File: src/rtl/mdu_divider_pkg.sv
// Shared definitions for the MDU iterative divider: controller state encoding.
package mdu_divider_pkg;

  typedef enum logic [1:0] {
    IDLE = 2'b00,
    ITER = 2'b01,
    FIX  = 2'b10,
    DONE = 2'b11
  } div_state_t;

endpackage

File: src/rtl/adderc.sv
// Ripple-style W-bit adder with carry in and carry out.
module adderc #(
  parameter int W = 32
) (
  input  logic [W-1:0] a,
  input  logic [W-1:0] b,
  input  logic         cin,
  output logic [W-1:0] s,
  output logic         cout
);

  assign {cout, s} = {1'b0, a} + {1'b0, b} + {{W{1'b0}}, cin};

endmodule

File: src/rtl/inc.sv
// W-bit incrementer; fed an inverted operand it forms the two's complement negation.
module inc #(
  parameter int W = 32
) (
  input  logic [W-1:0] a,
  output logic [W-1:0] y
);

  assign y = a + W'(1);

endmodule

File: src/rtl/mdu_divider.sv
// Multicycle restoring divider for DIV/DIVU; one quotient bit per clock, HI/LO
// results held until the next accepted start.
module mdu_divider
  import mdu_divider_pkg::*;
#(
  parameter int WIDTH = 32,
  parameter int CNTW  = 6
) (
  input  logic             clk,
  input  logic             reset,
  input  logic             start,
  input  logic             is_signed,
  input  logic             cancel,
  input  logic [WIDTH-1:0] a,
  input  logic [WIDTH-1:0] b,
  output logic             busy,
  output logic             done,
  output logic [WIDTH-1:0] quo,
  output logic [WIDTH-1:0] rem,
  output logic             divzero
);

  div_state_t state, state_next;

  logic [WIDTH-1:0] r, q, bm, a_raw;
  logic [CNTW-1:0]  count;
  logic             sign_q, sign_r, divzero_next;

  logic [WIDTH-1:0] a_neg, b_neg, q_neg, r_neg, a_abs, b_abs;
  logic [WIDTH:0]   r_sh, trial;
  logic             no_borrow, trial_unused;
  logic             accept;

  // Cancel wins over a simultaneous start.
  assign accept = ((state == IDLE) || (state == DONE)) && start && !cancel;

  inc #(.W(WIDTH)) u_neg_a (.a(~a), .y(a_neg));
  inc #(.W(WIDTH)) u_neg_b (.a(~b), .y(b_neg));
  inc #(.W(WIDTH)) u_neg_q (.a(~q), .y(q_neg));
  inc #(.W(WIDTH)) u_neg_r (.a(~r), .y(r_neg));

  assign a_abs = (is_signed && a[WIDTH-1]) ? a_neg : a;
  assign b_abs = (is_signed && b[WIDTH-1]) ? b_neg : b;

  // {r,q} shifted left; the extra top bit keeps r_sh - |b| exact.
  assign r_sh = {r, q[WIDTH-1]};

  adderc #(.W(WIDTH+1)) u_trial (
    .a   (r_sh),
    .b   (~{1'b0, bm}),
    .cin (1'b1),
    .s   (trial),
    .cout(no_borrow)
  );

  // The remainder always fits WIDTH bits after a successful subtract.
  assign trial_unused = trial[WIDTH];

  always_ff @(posedge clk) begin
    if (reset) state <= IDLE;
    else       state <= state_next;
  end

  always_comb begin
    state_next = state;
    unique case (state)
      IDLE: if (accept) state_next = ITER;
      ITER: begin
        if (cancel)                  state_next = IDLE;
        else if (count == CNTW'(1))  state_next = FIX;
      end
      FIX:  state_next = cancel ? IDLE : DONE;
      DONE: state_next = accept ? ITER : IDLE;
      default: state_next = IDLE;
    endcase
  end

  always_comb begin
    busy = (state == ITER) || (state == FIX);
    done = (state == DONE);
  end

  always_ff @(posedge clk) begin
    if (reset) begin
      r            <= '0;
      q            <= '0;
      bm           <= '0;
      a_raw        <= '0;
      count        <= '0;
      sign_q       <= 1'b0;
      sign_r       <= 1'b0;
      divzero_next <= 1'b0;
      quo          <= '0;
      rem          <= '0;
      divzero      <= 1'b0;
    end else begin
      if (accept) begin
        r            <= '0;
        q            <= a_abs;
        bm           <= b_abs;
        a_raw        <= a;
        count        <= CNTW'(WIDTH);
        sign_q       <= is_signed & (a[WIDTH-1] ^ b[WIDTH-1]);
        sign_r       <= is_signed & a[WIDTH-1];
        divzero_next <= (b == '0);
      end else if (state == ITER) begin
        r     <= no_borrow ? trial[WIDTH-1:0] : r_sh[WIDTH-1:0];
        q     <= {q[WIDTH-2:0], no_borrow};
        count <= count - CNTW'(1);
      end

      if ((state == FIX) && !cancel) begin
        if (divzero_next) begin
          quo     <= '1;
          rem     <= a_raw;
          divzero <= 1'b1;
        end else begin
          quo     <= sign_q ? q_neg : q;
          rem     <= sign_r ? r_neg : r;
          divzero <= 1'b0;
        end
      end
    end
  end

endmodule

File: config.mk
export PLATFORM = sky130hd
export DESIGN_NAME = mdu_divider
export DESIGN_NICKNAME = d
export VERILOG_FILES = /design/src/rtl/mdu_divider_pkg.sv /design/src/rtl/adderc.sv /design/src/rtl/inc.sv /design/src/rtl/mdu_divider.sv
export SDC_FILE = /design/constraint.sdc
export NUM_CORES = 1
export LEC_CHECK = 0
export CAP_MARGIN = 20
export CELL_PAD_IN_SITES_DETAIL_PLACEMENT = 0
export CELL_PAD_IN_SITES_GLOBAL_PLACEMENT = 1
export CORE_ASPECT_RATIO = 0.7
export CORE_UTILIZATION = 40
export DETAILED_ROUTE_END_ITERATION = 12
export PLACE_DENSITY_LB_ADDON = 0.1
export SYNTH_ARGS = -nofsm -noshare
export SYNTH_HDL_FRONTEND = slang
export SYNTH_SLANG_ARGS = --single-unit
File: constraint.sdc
create_clock -name clk -period 3.5 [get_ports clk]
set_clock_uncertainty 0.15 [all_clocks]
set_input_delay 1.05 -clock clk [delete_from_list [all_inputs] [get_ports clk]]
set_output_delay 1.05 -clock clk [all_outputs]
set_load 0.05 [all_outputs]
## After elaboration in Yosys (flattened, before gate mapping)

Cells that the tools add are included.

- $add $sub $neg: 7
- Equal/unequal tests: 6
- Multiplexer cells: 18
- Bitwise gates (word level): 8
- Reductions and logical operators: 13

Operators with widths:

| cell | count |
|---|---|
| $mux W32 | 9 |
| $add A32 B1 Y32 const B | 4 |
| $not A32 Y32 | 4 |
| $add A33 B33 Y34 | 1 |
| $add A34 B1 Y34 const B | 1 |
| $not A32 Y33 | 1 |
| $logic_not A32 Y1 | 1 |
| $mux W6 | 2 |
| $mux W2 | 4 |
| $pmux W2 S4 | 1 |
| $eq A6 B1 Y1 const B | 1 |
| $sub A6 B1 Y6 const B | 1 |
| $logic_and A1 B1 Y1 | 5 |
| $eq A2 B2 Y1 const B | 2 |
| $ne A3 B3 Y1 const B | 1 |
| $and A1 B1 Y1 | 2 |
| $eq A2 B1 Y1 const B | 1 |
| $logic_not A2 Y1 | 1 |
| $logic_or A1 B1 Y1 | 2 |
| $mux W1 | 2 |
| $ne A2 B2 Y1 const B | 1 |
| $reduce_and A2 Y1 | 1 |
| $reduce_bool A2 Y1 | 1 |
| $reduce_or A2 Y1 | 1 |
| 2 further kinds | 2 |

- Register bits after elaboration: 204
- Input bits: 69
- Output and inout port bits: 67
- Logic and storage cells: 65

## Longest topological paths before layout

Gate-level depths: netlist (run 1).

- Depth in word-level cells: 6
- Mapped depth: 13

## By module

From an unflattened synthesis (run 1), not the netlist that was laid out.

- Cells, all modules: 1909
- Area, all modules: 14564.0 um^2

Modules (own cells, without submodules):

| module | instances | cells an instance | area an instance (um^2) |
|---|---|---|---|
| mdu_divider | 1 | 1254 | 9934.5 |
| inc | 4 | 96 | 684.4 |
| adderc | 1 | 271 | 1891.8 |

## Worst setup path after synthesis (run 1)

No wires, ideal clock.

- Kind: in2reg
- From: input port a[0]
- To: register q[27]
- Setup time: 0.134 ns
- Data arrival time: 3.041 ns
- Data required time: 3.216 ns
- Slack: 0.175 ns
- Cell stages on the path: 7
- Cell sequence: or4_1 -> nor4_1 -> nor3b_2 -> nand2_1 -> o41ai_1 -> xor2_1 -> o22ai_1

- Cells in the longest elaborated chain, start to end: 4

RTL lines:

| element | line | text |
|---|---|---|
| start: declaration | mdu_divider.sv:14 | `input logic [WIDTH-1:0] a,` |
| $not A32 Y32 | mdu_divider.sv:37 | `inc #(.W(WIDTH)) u_neg_a (.a(~a), .y(a_neg));` |
| $add A32 B1 Y32 | inc.sv:9 | `assign y = a + W'(1);` |
| $mux W32 | mdu_divider.sv:42 | `assign a_abs = (is_signed && a[WIDTH-1]) ? a_neg : a;` |
| $mux W32 | mdu_divider.sv:97 | `if (accept) begin` |
| end signal: assignment | mdu_divider.sv:99 | `q <= a_abs;` |
| end signal: assignment | mdu_divider.sv:108 | `q <= {q[WIDTH-2:0], no_borrow};` |
| end: declaration | mdu_divider.sv:25 | `logic [WIDTH-1:0] r, q, bm, a_raw;` |

Every way passes these cells.
A chain may end at the register's enable or synchronous reset.

## Worst setup path after layout (run 1)

- From: register state[0]
- To: output port busy

- Cells in the longest elaborated chain, start to end: 2
- Elaborated cells between the ends (all ways): 3

RTL lines:

| element | line | text |
|---|---|---|
| start: declaration | mdu_divider.sv:23 | `div_state_t state, state_next;` |
| start signal: assignment | mdu_divider.sv:61 | `else state <= state_next;` |
| $eq A2 B1 Y1 or $eq A2 B2 Y1 (tied branches) | mdu_divider.sv:79 | `busy = (state == ITER) \|\| (state == FIX);` |
| $logic_or A1 B1 Y1 (*) | mdu_divider.sv:79 |  |
| end: declaration | mdu_divider.sv:16 | `output logic busy,` |

Every way passes the cells marked *; elsewhere a longest branch is shown, timed or not.

==> metrics.md, run 1 <==
| Metric | Value |
|---|---|
| TritonRoute pass-1 iters | `5` |
| Row cnt | `53` |
| CP Data Required Time | `2300 ps` |
| I/O Buffers | `approximately 140` |
| Power, Total | `10.15 mW` |
| CP Class | `reg2out` |
| CTS buffer count | `24` |
| Pwr Density | `652.1 mW/mm^2` |
| Tmin final | `between 3000 and 4000 ps` |
| Cells after Synth | `1590` |
| Area of placed instances | `0.01470 sq mm` |
| DP HPWL | `approximately 29 mm` |
| Area grow syn2layout | `26.65%` |
| RSZ-0062 raised after global routing | `no` |
| Final setup fails | `0` |
| Post-Synthesis Cell Area | `0.01229 sq mm` |
| Worst path max stage delay | `about 800 ps` |
| Commonest non-fill, non-tap cells in the layout | `225 x nand2_1, 201 x dfxtp_1, 147 x a21oi_1, 142 x nor2_1, 134 x clkdlybuf4s50_1` |
| Max Cap Viol | `0` |
| Maximum VDD drop | `626.8 uV` |
| Clock-pin slew on the worst setup and hold paths | `roughly 60 ps` |
| Synth async-reset ratio | `0` |
| H-tree depth | `1` |
| Slew headroom | `0.3191` |
| Full die area | `0.03143 sq mm` |
| Clock Latency Late Sink | `520 ps` |
| # hold bufs at CTS | `0` |
| Post-synthesis sequential area ratio | `0.3324` |
| Starting Density | `0.4081` |
| #FFs+latches synth | `204` |
| Reg2Reg Setup Slack | `~130 ps` |
| Fmax achieved | `0.2942 GHz` |
| Netlist cell types | `66` |
| Core ar. | `~0.030 sq mm` |
| Num Clock Sinks | `204` |
| Vias in the first global route | `10920` |
| Vias/cell | `~5.4` |
| CP max-delay cell | `clkdlybuf4s50_1` |
| GP Congestion | `~0.86` |
| Die H | `148.6 um` |
| CTS root buffer | `clkbuf_16` |
| Final Hold Fails | `0` |
| Pins over their slew limit | `0` |
| Mapped Nets | `1703` |
| # diodes | `0` |
| Clk buf depth | `3` |
| Worst hold path type | `reg2reg` |
| Setup_tns | `0 ps` |
| Syn_area_per_cell | `7.728 sq um` |
| CTS tree | `built` |
| CP endpoint kind | `output pin` |
| Largest net degree at the start of global routing | `99` |
| 1st-iter DRT viols | `847` |
| Ratio of cells with drive above 1 in the final layout | `0.1077` |
| Total gr overflow | `0` |
| Type of origin of the critical path | `register` |
| CP cell instances | `inv_1 > ha_1 > clkdlybuf4s50_1` |
| WP data arrival | `2200 ps` |
| Slew @ Worst Pin | `slightly above 1000 ps` |
| Commonest non-fill, non-tap cell in the layout | `nand2_1` |
| P_leak | `5.703 nW` |
| Initial antenna violation count | `0` |
| Synth warn | `0` |
| Final antenna-violating net count | `0` |
| First-pass GRT wire length | `60.52 mm` |
| Via count | `11770` |
| Horizontal die dimension | `211.5 um` |
| Period utilization | `0.9712` |
| Nets | `1869` |
| Top_reg_cell synth | `dfxtp_1` |
| WL final | `38.49 mm` |
| Ports | `136` |
| Gr usage total | `0.2417` |
| Wire length per cell | `roughly 18 um` |
| Crit Path Max Fanout | `4` |
| Number of flops mapped to enable cells by yosys | `0` |
| Finished Cell Area | `0.01556 sq mm` |
| Run status | `completed` |
| DRC viols | `0` |
==> area by class of cell <==
class	instances	area, sq um
Tap cell	412	515.5
Fill cell	3023	14550
Inverter	60	225.2
Timing Repair Buffer	248	2285
Clock inverter	9	105.1
Multi-Input combinational cell	1218	7654
Clock buffer	34	689.4
Sequential cell	204	4088
==> power by group <==
| group | switching, mW | internal [mW] |
|---|---|---|
| Sequential | 0.287 | 2.56 |
| Combinational | 2.70 | 2.06 |
| Clock | 1.02 | 1.52 |
==> flip-flops by register name, indices dropped and copies added, names as in the netlist, 2 cells and up <==
signal and cells:
q 32, a_raw 32, rem 32, state 2, bm 32, count 6
r 32, quo 32
==> synthesized netlist by cell type (2+ instances only) <==
master | number | area (sq um)
o2111ai_1 | 3 | 26.28
xnor2_1 | 63 | 551.8
o31ai_1 | 21 | 157.7
o41ai_1 | 15 | 131.4
a211o_1 | 2 | 17.52
nor4_1 | 15 | 93.84
or3_1 | 11 | 68.82
xor2_1 | 82 | 718.2
or4_1 | 11 | 82.58
a21oi_1 | 148 | 740.7
o21a_1 | 4 | 30.03
inv_1 | 59 | 221.5
a311oi_1 | 7 | 61.31
nor2_1 | 142 | 533.0
buf_2 | 4 | 20.02
o211a_1 | 2 | 20.02
nor3b_1 | 2 | 15.01
nand2_1 | 226 | 848.3
o211ai_1 | 6 | 45.04
nor2b_1 | 8 | 50.05
a31oi_1 | 19 | 118.9
o21ai_1 | 22 | 110.1
nand4_1 | 7 | 43.79
clkbuf_1 | 88 | 330.3
or3_4 | 2 | 22.52
a21o_1 | 6 | 45.04
nand3_1 | 23 | 115.1
or4_4 | 6 | 67.56
a21boi_0 | 4 | 30.03
a211oi_1 | 63 | 473.0
nand2b_1 | 13 | 81.33
o22ai_1 | 25 | 156.4
buf_1 | 15 | 56.30
nor3_1 | 34 | 170.2
nand3b_1 | 4 | 30.03
o21ai_0 | 87 | 435.4
and2_1 | 8 | 50.05
dfxtp_1 | 204 | 4084
ha_1 | 43 | 538.0
mux2i_1 | 56 | 560.5
and3_1 | 2 | 12.51
o41ai_2 | 4 | 65.06
==> path summary, 6_finish.rpt <==
check / from / endpoint / cells after the start
setup / recovery: state[0] / busy / 3
hold / removal: a_raw[20] / a_raw[20] / 2
setup reg to reg: q[31] / r[24] / 14
hold reg to reg: a_raw[20] / a_raw[20] / 2
==> logic make-up (layout without fill, tap and decap cells) <==
logic type               count (synthesis)  in the layout  synth area share
adder cells (fa/ha/maj)                 44             44           0.04542
multiplexers                            56             56           0.04562
AND/OR/NAND/NOR                        523            523            0.1938
XOR/XNOR                               145            145            0.1034
buffers and inverters                  168            351           0.05204
AO/OA/AOI/OAI                          450            450            0.2274
flip-flops                             204            204            0.3324
==> routing by layer <==
layer  part of all wire  track usage
met5                  0            0
met4             0.0095      0.02971
met3              0.050      0.03948
met2               0.39       0.3363
met1               0.55       0.3885
==> metrics by stage <==
| stage | hold WS (ps) | cells | utilization | worst slack, ps |
|---|---|---|---|---|
| after detailed placement | 293.5 | 2142 | 0.4883 | -532.3 |
| after global routing | 322.1 | 2185 | 0.5169 | 5.885 |
| after floorplan | 281.2 | 1590 | - | 174.9 |
| final | 299.6 | 2185 | 0.5169 | 100.7 |
| after global placement | 292.3 | 2142 | 0.4883 | -494.9 |
| after CTS | 302.5 | 2185 | 0.5148 | 25.45 |
==> critical path, delay by kind of cell (launching register included) <==
family | cells | cell delay (ps)
buffers and inverters | 2 | 920
flip-flops | 1 | 430
adder cells (fa/ha/maj) | 1 | 320
==> what timing repair did <==
item / 4_1_cts / 5_1_grt
endpoints found under the setup margin: 1 / 35
resized for setup: 1 / 13
buffers inserted: 0 / 0
pin swaps: 0 / 5
gates cloned: 0 / 0
No activity file was read; power rests on OpenSTA's default activity.
==> run 2, diff against run 1 <==
--- a/config.mk
+++ b/config.mk
@@ -10,8 +10,11 @@
 export CELL_PAD_IN_SITES_GLOBAL_PLACEMENT = 1
 export CORE_ASPECT_RATIO = 0.7
 export CORE_UTILIZATION = 40
+export CTS_CLUSTER_DIAMETER = 150
 export DETAILED_ROUTE_END_ITERATION = 12
 export PLACE_DENSITY_LB_ADDON = 0.1
+export REMOVE_ABC_BUFFERS = 1
+export SLEW_MARGIN = 20
 export SYNTH_ARGS = -nofsm -noshare
 export SYNTH_HDL_FRONTEND = slang
 export SYNTH_SLANG_ARGS = --single-unit
==> metrics.md, run 2 (synthesized netlist as in run 1, its figures left out) <==
| Metric | Value |
|---|---|
| Total gr overflow | `0 (unchanged)` |
| WL final | `36.33 mm (-5.6%)` |
| 1st-iter DRT viols | `670 (-21%)` |
| Vias in the first global route | `10830 (-0.79%)` |
| Maximum VDD drop | `385.9 uV (-38%)` |
| Type of origin of the critical path | `register` |
| Clock-pin slew on the worst setup and hold paths | `60 ps (about the same)` |
| CP endpoint kind | `output pin` |
| Crit Path Max Fanout | `4 (unchanged)` |
| Final setup margin | `105.1 ps (+4.467 ps)` |
| Nets | `1867 (-0.11%)` |
| I/O Buffers | `135 (unchanged)` |
| Starting Density | `0.4081 (unchanged)` |
| Worst hold path type | `reg2reg` |
| # diodes | `0 (unchanged)` |
| Final Hold Fails | `0 (unchanged)` |
| DRC viols | `0 (unchanged)` |
| Tmin final | `3395 ps (-4.467 ps)` |
| Commonest non-fill, non-tap cell in the layout | `nand2_1` |
| Slew headroom | `0.3789 (+0.05973)` |
| Die H | `148.6 um (unchanged)` |
| Pwr Density | `651.4 mW/mm^2 (about the same)` |
| WP data arrival | `2190 ps (about the same)` |
| Horizontal die dimension | `211.5 um (unchanged)` |
| First-pass GRT wire length | `58.24 mm (-3.8%)` |
| H-tree depth | `1 (unchanged)` |
| Slew @ Worst Pin | `930.4 ps (-89.47 ps)` |
| Period utilization | `0.9700 (-0.001276)` |
| Pins over their slew limit | `0 (unchanged)` |
| DP Cell Count | `2141 (-0.047%)` |
| Fmax achieved | `0.2946 GHz (+0.13%)` |
| CTS buffer count | `23 (-4.2%)` |
| Row cnt | `53 (unchanged)` |
| Max Cap Viol | `0 (unchanged)` |
| Final antenna-violating net count | `0 (unchanged)` |
| Gr usage total | `0.2299 (-0.01178)` |
| CP Data Required Time | `2300 ps (about the same)` |
| Pre-CTS setup slack | `-380.1 ps (+152.1 ps)` |
| P_leak | `5.694 nW (-0.16%)` |
| Power, Total | `10.09 mW (-0.52%)` |
| # hold bufs at CTS | `0 (unchanged)` |
| Vias/cell | `5.368 (-0.35%)` |
| Finished Core Util | `0.5147 (-0.002161)` |
| CTS tree | `built` |
| DP HPWL | `27.03 mm (-7.8%)` |
| Core ar. | `0.03011 sq mm (unchanged)` |
| Post-Layout Cell Count | `2182 (-0.14%)` |
| Ratio of cells with drive above 1 in the final layout | `0.1040 (-0.003772)` |
| Finished Cell Area | `0.01550 sq mm (-0.42%)` |
| CP Class | `reg2out` |
| Full die area | `0.03143 sq mm (unchanged)` |
| CTS root buffer | `clkbuf_16` |
| TritonRoute pass-1 iters | `5 (unchanged)` |
| Initial antenna violation count | `0 (unchanged)` |
| Via count | `11710 (-0.48%)` |
| Clock Latency Late Sink | `540 ps (+20 ps)` |
| Largest net degree at the start of global routing | `133 (+34%)` |
| Commonest non-fill, non-tap cells in the layout | `224 x nand2_1, 202 x dfxtp_1, 148 x a21oi_1, 142 x nor2_1, 134 x clkdlybuf4s50_1` |
| Area of placed instances | `0.01468 sq mm (-0.14%)` |
| GP Congestion | `0.8776 (+2.0%)` |
| Area grow syn2layout | `26.12%` |
| Ports | `136 (unchanged)` |
| Clk buf depth | `3 (unchanged)` |
| Wire length per cell | `16.65 um (-5.5%)` |
| Run status | `completed` |
| Final setup fails | `0 (unchanged)` |
| Filler instances | `2957 (-2.2%)` |
| Num Clock Sinks | `204 (unchanged)` |
## run 2: per-stage QoR
stage / hold WS (ps) / TNS [ps]
6_report: 300.8 / 0
5_1_grt: 320.3 / -6.832
4_1_cts: 303.1 / 0
3_5_place_dp: 294.4 / -4754
3_3_place_gp: 293.4 / -3890
2_1_floorplan: 275.2 / -51680
## run 2: power breakdown
| group | switching [mW] | internal [mW] |
|---|---|---|
| logic | 2.67 | 2.08 |
| registers | 0.258 | 2.56 |
| clock network | 1.02 | 1.50 |
| total | 3.95 | 6.14 |
## run 2: per-layer routing
layer  global-route usage  routed length, um  part of all wire
met5                    0                  0                 0
met4              0.03949                437             0.012
met1               0.3606              19400              0.53
met2               0.3309              14980              0.41
met3              0.03167               1524             0.042
## run 2: final timing paths
check	from	end	slack (ps)	cells past startpoint
hold / removal	bm[15]	bm[15]	300	2
hold reg to reg	bm[15]	bm[15]	300	2
setup reg to reg	q[31]	r[0]	180	14
setup / recovery	state[0]	busy	110	3
## run 2: worst max-delay path, stage by stage (launching register included)
cell             delay (ps)
dfxtp_1                 420
inv_1                   110
ha_1                    310
clkdlybuf4s50_1         810
## run 2: layout make-up
| cell class | count | area (sq um) | share of cell area |
|---|---|---|---|
| clock inverters | 6 | 83.83 | 0.005410 |
| inverters | 60 | 225.2 | 0.01453 |
| flip-flops and latches | 204 | 4086 | 0.2637 |
| repair buffers | 247 | 2265 | 0.1461 |
| multi-input cells | 1218 | 7630 | 0.4924 |
| well taps | 412 | 515.5 | 0.03327 |
| clock buffers | 35 | 690.7 | 0.04457 |
## run 2: timing repair
item,CTS,global route
resized for setup,0,8
setup buffers,0,0
endpoints found under the setup margin,0,30
endpoints found under the hold margin,0,0
==> run 3, diff against run 2 <==
--- a/config.mk
+++ b/config.mk
@@ -11,9 +11,11 @@
 export CORE_ASPECT_RATIO = 0.7
 export CORE_UTILIZATION = 40
 export CTS_CLUSTER_DIAMETER = 150
+export CTS_CLUSTER_SIZE = 14
 export DETAILED_ROUTE_END_ITERATION = 12
 export PLACE_DENSITY_LB_ADDON = 0.1
 export REMOVE_ABC_BUFFERS = 1
+export SKIP_LAST_GASP = 1
 export SLEW_MARGIN = 20
 export SYNTH_ARGS = -nofsm -noshare
 export SYNTH_HDL_FRONTEND = slang
==> metrics.md, run 3 (synthesized netlist as in run 1, its figures left out) <==
| Metric | Value |
|---|---|
| Run status | `completed` |
| 1st-iter DRT viols | `730 (+9.0%)` |
| Max Cap Viol | `0 (unchanged)` |
| H-tree depth | `1 (unchanged)` |
| Gr usage total | `0.2284 (-0.001501)` |
| GR Util met3 | `0.02618 (-0.005490)` |
| Area grow syn2layout | `23.78%` |
| CP max-delay cell | `clkdlybuf4s50_1` |
| RSZ-0062 raised after global routing | `yes` |
| Clock Latency Late Sink | `510 ps (-30 ps)` |
| Die H | `148.6 um (unchanged)` |
| CTS buffer count | `18 (-22%)` |
| CP cell instances | `inv_1 > ha_1 > clkdlybuf4s50_1` |
| Met2 Usage GRT | `0.3306 (about the same)` |
| Final Hold Fails | `0 (unchanged)` |
| Area of placed instances | `0.01468 sq mm (unchanged)` |
| First-pass GRT wire length | `57.93 mm (-0.52%)` |
| Worst hold path type | `reg2reg` |
| Pwr Density | `620.4 mW/mm^2 (-4.8%)` |
| CP Class | `reg2out` |
| Filler instances | `2983 (+0.88%)` |
| Commonest non-fill, non-tap cell in the layout | `nand2_1` |
| WL final | `36.19 mm (-0.41%)` |
| M1 GR Usage | `0.3621 (+0.001490)` |
| Final setup fails | `0 (unchanged)` |
| # diodes | `0 (unchanged)` |
| Worst path max stage delay | `810 ps (about the same)` |
| Vias in the first global route | `10770 (-0.62%)` |
| Core ar. | `0.03011 sq mm (unchanged)` |
| WP data arrival | `2160 ps (-30 ps)` |
| CTS root buffer | `clkbuf_16` |
| Slew headroom | `0.3833 (+0.004475)` |
| Finished Core Util | `0.5052 (-0.009559)` |
| Final setup margin | `135.3 ps (+30.17 ps)` |
| Final antenna-violating net count | `0 (unchanged)` |
| CP Data Required Time | `2300 ps (about the same)` |
| Num Clock Sinks | `204 (unchanged)` |
| Clock-pin slew on the worst setup and hold paths | `70 ps (about the same)` |
| Horizontal die dimension | `211.5 um (unchanged)` |
| Commonest non-fill, non-tap cells in the layout | `224 x nand2_1, 202 x dfxtp_1, 148 x a21oi_1, 142 x nor2_1, 134 x clkdlybuf4s50_1` |
| Post-CTS Setup Inserts | `0 (unchanged)` |
| Type of origin of the critical path | `register` |
| Maximum VDD drop | `382.3 uV (-0.95%)` |
| CP endpoint kind | `output pin` |
| Clk buf depth | `3 (unchanged)` |
| Initial antenna violation count | `0 (unchanged)` |
| Power, Total | `9.435 mW (-6.5%)` |
| CTS tree | `built` |
| Ports | `136 (unchanged)` |
| CP Buf/Inv Count | `2 (unchanged)` |
| Finished Cell Area | `0.01521 sq mm (-1.9%)` |
| CP delay by family, top | `buffers and inverters` |
| Pins over their slew limit | `0 (unchanged)` |
| Vias/cell | `5.415 (+0.88%)` |
| Slew @ Worst Pin | `923.7 ps (-6.705 ps)` |
| Largest net degree at the start of global routing | `133 (unchanged)` |
| Fmax achieved | `0.2972 GHz (+0.90%)` |
| Row cnt | `53 (unchanged)` |
| Busiest grt layer | `met1` |
| GP Congestion | `0.8776 (unchanged)` |
| Full die area | `0.03143 sq mm (unchanged)` |
| Wire length per cell | `16.74 um (+0.56%)` |
| P_leak | `5.549 nW (-2.6%)` |
| TritonRoute pass-1 iters | `5 (unchanged)` |
| Pre-CTS setup slack | `-380.1 ps (unchanged)` |
| DRC viols | `0 (unchanged)` |
| Ratio of cells with drive above 1 in the final layout | `0.09605 (-0.007900)` |
| Crit Path Max Fanout | `4 (unchanged)` |
| Starting Density | `0.4081 (unchanged)` |
| Tmin final | `3365 ps (-30.17 ps)` |
| Total gr overflow | `0 (unchanged)` |
| DP HPWL | `27.03 mm (unchanged)` |
| I/O Buffers | `135 (unchanged)` |
| Nets | `1862 (-0.27%)` |
| Via count | `11700 (-0.094%)` |
| Period utilization | `0.9613 (-0.008621)` |
run 3: power breakdown:
| part | total, mW | leakage, nW | switching, mW | internal [mW] |
|---|---|---|---|---|
| logic | 4.74 | 3.65 | 2.66 | 2.08 |
| registers | 2.81 | 1.66 | 0.258 | 2.56 |
| clock network | 1.88 | 0.238 | 0.919 | 0.963 |
| total | 9.43 | 5.55 | 3.84 | 5.60 |
run 3: per-layer routing:
metal	part of all wire	routed length, um	vias to the layer above
met2	0.41	14800	212
met1	0.54	19570	5539
li1	-	-	5922
met4	0.013	462	0
met3	0.037	1354	29
met5	0	0	-
run 3: worst paths after layout:
| path | start | end | depth (start not counted) | slack, ps |
|---|---|---|---|---|
| setup / recovery | state[0] | busy | 3 | 140 |
| hold / removal | bm[15] | bm[15] | 2 | 300 |
| setup reg to reg | q[31] | r[24] | 14 | 150 |
| hold reg to reg | bm[15] | bm[15] | 2 | 300 |
run 3: worst register-to-register path, cell delays in order, from the launching register on:
cell and delay [ps]:
dfxtp_1 380, inv_1 140, ha_1 250, inv_1 70, fa_1 240, a211oi_2 100
o211ai_1 320, a311oi_1 150, buf_4 170, o41ai_2 370, nor2b_1 380, a31oi_1 160
xnor2_1 170, nand2_1 70, a31oi_1 170
run 3: area by class of cell:
cell class              instances  area (sq um)  area share
flip-flops and latches        204          4086      0.2687
well taps                     412         515.5     0.03390
inverters                      60         225.2     0.01481
clock inverters                 1         8.758   0.0005759
repair buffers                247          2265      0.1489
clock buffers                  19         475.5     0.03126
multi-input cells            1218          7632      0.5019
run 3: through the flow:
step           hold WS (ps)  TNS (ps)  instances
6_report              301.7         0       2161
2_1_floorplan         275.2    -51680       1482
3_5_place_dp          294.4     -4754       2141
5_1_grt               322.1    -5.252       2161
4_1_cts               304.1         0       2161
3_3_place_gp          293.4     -3890       2141
run 3: what timing repair did:
item,CTS,global route
hold buffers,0,0
setup endpoints to repair,0,34
resized for setup,0,8
